<file path="src/rtl/blake2s_digest_buf.sv">
// blake2s_digest_buf: captures one BLAKE2s digest from the core and replays it byte-by-byte to the host.
module blake2s_digest_buf #(
  parameter int NN_MAX = 32
) (
  input  logic       clk,
  input  logic       reset,
  input  logic [5:0] nn_i,
  input  logic       h_v_i,
  input  logic [7:0] h_i,
  input  logic       rd_i,
  input  logic       clr_i,
  output logic [7:0] data_o,
  output logic       data_v_o,
  output logic       ready_o,
  output logic       ovf_o
);
  localparam int PW = $clog2(NN_MAX);
  localparam int LW = $clog2(NN_MAX + 1);
  typedef enum logic [1:0] {IDLE, FILL, READY, DRAIN} state_t;
  state_t          state_q, state_d;
  logic [PW-1:0]   wr_ptr_q, wr_ptr_d, rd_ptr_q, rd_ptr_d, waddr;
  logic [LW-1:0]   len_q, len_d, nn_len;
  logic [7:0]      data_q, data_d;
  logic            dv_q, dv_d, ovf_q, ovf_d, we, held, last_wr, last_rd;
  logic [7:0]      store_q [NN_MAX];
  assign held    = (state_q == READY) || (state_q == DRAIN);
  assign nn_len  = (nn_i == 6'd0 || int'(nn_i) > NN_MAX) ? LW'(NN_MAX) : LW'(nn_i);
  assign last_wr = LW'(wr_ptr_q) == len_q - LW'(1);
  assign last_rd = LW'(rd_ptr_q) == len_q - LW'(1);
  always_comb begin
    state_d  = state_q;
    wr_ptr_d = wr_ptr_q;
    rd_ptr_d = rd_ptr_q;
    len_d    = len_q;
    data_d   = data_q;
    dv_d     = 1'b0;
    we       = 1'b0;
    waddr    = state_q == IDLE ? '0 : wr_ptr_q;
    case (state_q)
      IDLE: if (h_v_i) begin
        we       = 1'b1;
        wr_ptr_d = PW'(1);
        len_d    = nn_len;
        state_d  = nn_len == LW'(1) ? READY : FILL;
      end
      FILL: if (h_v_i) begin
        we       = 1'b1;
        wr_ptr_d = last_wr ? wr_ptr_q : wr_ptr_q + PW'(1);
        state_d  = last_wr ? READY : FILL;
      end
      default: if (rd_i) begin
        dv_d     = 1'b1;
        data_d   = store_q[rd_ptr_q];
        rd_ptr_d = last_rd ? '0 : rd_ptr_q + PW'(1);
        wr_ptr_d = last_rd ? '0 : wr_ptr_q;
        state_d  = last_rd ? IDLE : DRAIN;
      end
    endcase
    ovf_d = (h_v_i && held) ? 1'b1 : clr_i ? 1'b0 : ovf_q;
  end
  always_ff @(posedge clk or posedge reset) begin
    if (reset) begin
      state_q  <= IDLE;
      wr_ptr_q <= '0;
      rd_ptr_q <= '0;
      len_q    <= '0;
      data_q   <= '0;
      dv_q     <= 1'b0;
      ovf_q    <= 1'b0;
    end else begin
      state_q  <= state_d;
      wr_ptr_q <= wr_ptr_d;
      rd_ptr_q <= rd_ptr_d;
      len_q    <= len_d;
      data_q   <= data_d;
      dv_q     <= dv_d;
      ovf_q    <= ovf_d;
    end
  end
  // Store contents are don't-care after reset, so no reset term here.
  always_ff @(posedge clk) begin
    if (we) store_q[waddr] <= h_i;
  end
  assign data_o   = data_q;
  assign data_v_o = dv_q;
  assign ready_o  = held;
  assign ovf_o    = ovf_q;
endmodule

</file>
<file path="config.mk">
export PLATFORM = sky130hd
export DESIGN_NAME = blake2s_digest_buf
export DESIGN_NICKNAME = d
export VERILOG_FILES = /design/src/rtl/blake2s_digest_buf.sv
export SDC_FILE = /design/constraint.sdc
export NUM_CORES = 1
export LEC_CHECK = 0
export ABC_AREA = 1
export CORE_MARGIN = 3
export CORE_UTILIZATION = 25
export DETAILED_ROUTE_END_ITERATION = 10
export SLEW_MARGIN = 15
export SYNTH_ARGS = -nofsm -noshare
export SYNTH_HDL_FRONTEND = slang
export SYNTH_SLANG_ARGS = --single-unit
export TNS_END_PERCENT = 100
</file>
<file path="constraint.sdc">
create_clock -name clk -period 2.2 [get_ports clk]
set_clock_uncertainty 0.05 [all_clocks]
set_input_delay 0.66 -clock clk [delete_from_list [all_inputs] [get_ports clk]]
set_output_delay 0.66 -clock clk [all_outputs]
set_load 0.02 [all_outputs]
</file>
==> results.toml <==
[run_status]
run_status = "complete, no violations"

[timing]
finalHoldWorstSlack_ns = 0.433
finalMaxSlewViolations = 0
finalWorstSetupSlack_ns = 0.0846
max_clock_freq_mhz = 473
final-hold-violation-count = 0
worst-slew-pin-transition_ns = 0.701
maxSlewHeadroom = 0.532
finalSetupViolations = 0
rsz0062_at_grt = "false"
min_period_ns = 2.12
timing.final.crit_share = 0.962

[setup_path]
worst_ep_arrival_time_ns = 1.41
worst-path-max-fanout = 4
worst-r2r-cell-count = 8
worstPathRequired_ns = 1.49
critical_path.cell_chain = "buf_4, clkdlybuf4s15_2"
endpoint_of_the_most_critical_register_to_register_path = "data_o[1]"
crit_type = "reg -> out"
timing.critical_path.from_type = "flip-flop"
rrSetupSlack_ns = 0.18
worst_path_largest_cell_delay_ns = 0.45
rr_startpoint = "rd_ptr_q[0]"
endpoint_kind = "primary output"
worst_path_max_delay_cell = "dfrtp_2"

[power]
power.ir.vdd_worst_uv = 724
pwr_density_cell_mw_per_mm2 = 1220
static-leakage-power_nw = 5.17

[flow_run]
max_cap_violations = 0

[placement]
place_hpwl_um = 19700
placement.io_buffers = 29
detailedPlace.worstSlack_ns = -0.426
globalplace.congestion = 0.837
place_area_sq_mm = 0.0134

[clocking]
number_of_h_tree_levels = 1
root_buffer = "clkbuf_16"
ctsLongestPathBuffers = 3
clkLatencyLatePin_ns = 0.55
cts_tree = "done"
holdBufCountCts = 0
cts_inserted_buffers = 30
worst_setup_hold_path_clk_slew_ns = 0.06
clock_sinks = 284

[routing]
postRouteAntennaNets = 0
detailedRoute.firstIterationViolations = 952
detail_route.drc_violations = 0
drt-total-wl_um = 31400
detailroute.via_count = 8331
detail_route.vias_per_cell = 4.69
detail_route.first_pass.iterations = 6
drt-wirelength-per-cell_um = 17.6

[cells_and_area]
layout.nets = 1169
antenna_cells_inserted = 0
layout-drive-gt1-share = 0.123
post-route-cell-area_sq_mm = 0.0145
area_growth_from_synthesis_to_layout_pct = 21.0
final_core_utilization = 0.309

[worst_hold_path]
hp-start = "data_o[2]"
hold_path_class = "reg -> reg"
hold-path-endpoint = "data_o[2]"
depth_of_the_worst_hold_timing_path = 2

[floorplanning]
core.rowCount = 79
floorplan.die_area_sq_mm = 0.0504
ports_placed_on_the_boundary = 30
die_h_um = 225
core_region_area_sq_mm = 0.0469
die-width_um = 225
floorplan.initialDensity = 0.255

[logic_synthesis]
synth_cell_types = 30
synth_area_leaders = "edfxtp_1 64%, nor2_1 6.3%, dfrtp_1 5.9%"
synth_seq_area_share = 0.702
yosysWarningCount = 0
yosysTopAreaCellShare = 0.643
synth-async-reset-ratio = 0.0986
yosys.cell_count.top_type = "edfxtp_1"
synth_enable_flop_cells = 256
netlist_instances = 1059
synth.cells.most_frequent = "256 x edfxtp_1, 202 x nor2_1, 158 x nand2_1"
syn_avg_cell_area_sq_um = 11.3
synth.largest_area_cell = "edfxtp_1"
synth_area_sq_mm = 0.0119
ys.flop_type = "edfxtp_1"
synthesis.nets = 1081
postSynthRegisterBits = 284

[grt]
grt_pass1_wl_um = 47600
grt_start_max_net_pins = 65
grtUsageTotal = 0.121
grt_pass1_vias = 8271
overflow = 0
antenna_found_initial = 1
## placed cells by master (no fill, tap or decap), drive strengths merged, types with 4 or more instances in the layout
cell type and count:
a21oi 17, buf 83, bufinv 4, clkbuf 35
clkdlybuf4s50 18, clkinv 17, clkinvlp 5, dfrtp 28
dlygate4sd2 10, edfxtp 256, inv 49, nand2 160
nand3 87, nand4 8, nor2 204, o211ai 32
o21ai 123, o22ai 17, xnor2 5, xor2 4
## layout make-up
type | instances | area [sq um]
Clock inverter | 21 | 216
Clock buffer | 35 | 791
Sequential cell | 284 | 8390
Tap cell | 607 | 759
Multi-Input combinational cell | 665 | 3080
Inverter | 54 | 204
Timing Repair Buffer | 112 | 1010
Fill cell | 4791 | 32400
## state kept, by name, indices dropped and copies added, names as in the netlist
| name | cells |
|---|---|
| len_q | 6 |
| wr_ptr_q | 5 |
| state_q | 2 |
| ovf_o | 1 |
| data_o | 8 |
| store_q | 256 |
| rd_ptr_q | 5 |
| data_v_o | 1 |
## cell families (layout without fill, tap and decap cells)
family,Yosys count,count (layout),share of synthesized area
and+or+nand+nor,463,463,0.159
DFF,284,284,0.702
AOI/OAI and AO/OA,190,190,0.0882
buffers and inverters,110,222,0.0412
xor gates and xnor gates,9,9,0.00660
adders and majority gates,3,3,0.00314
## what timing repair did
item / 4_1_cts / 5_1_grt
endpoints found under the setup margin: 11 / 13
resized for setup: 13 / 4
buffers inserted: 0 / 1
endpoints found under the hold margin: 0 / 0
## power breakdown
group	internal [W]	switching (W)
clock	0.00304	0.00204
sequential	0.00623	0.000259
combinational	0.00202	0.00411
## critical path: cells and delay by family, from the launching register on
| kind | cells | cell delay, ns |
|---|---|---|
| flops | 1 | 0.45 |
| buf+inv | 2 | 0.42 |
## routing by layer
layer  GRT usage  wire [um]  vias to the layer above
met4      0.0277        636                        2
met2       0.204      14700                      310
met5           0         13                        -
li1            -          -                     3893
met3      0.0188       2340                       55
met1       0.165      13600                     4071
## metrics by stage
| step | cells | total power [W] | setup TNS, ns |
|---|---|---|---|
| 6_report | 1778 | 0.0177 | 0 |
| 3_5_place_dp | 1721 | 0.0127 | -64.66 |
| 3_3_place_gp | 1721 | 0.0126 | -65.93 |
| 4_1_cts | 1777 | 0.0177 | 0 |
| 2_1_floorplan | 1059 | 0.0105 | -6.09 |
| 5_1_grt | 1778 | 0.0187 | 0 |
## how the worst max path moves through the flow
| stage | startpoint | end | slack [ns] | depth (start not counted) |
|---|---|---|---|---|
| 2_1_floorplan | h_v_i | store_q[12][0] | -0.1 | 5 |
| 3_3_place_gp | h_v_i | store_q[8][3] | -0.44 | 7 |
| 3_5_place_dp | h_v_i | store_q[8][1] | -0.43 | 7 |
| 4_1_cts | state_q[1] | ready_o | 0.04 | 2 |
| 5_1_grt | rd_ptr_q[0] | data_o[4] | 0.03 | 8 |
| 6_report | state_q[1] | ready_o | 0.08 | 2 |
(Power assumes the default switching activity.)
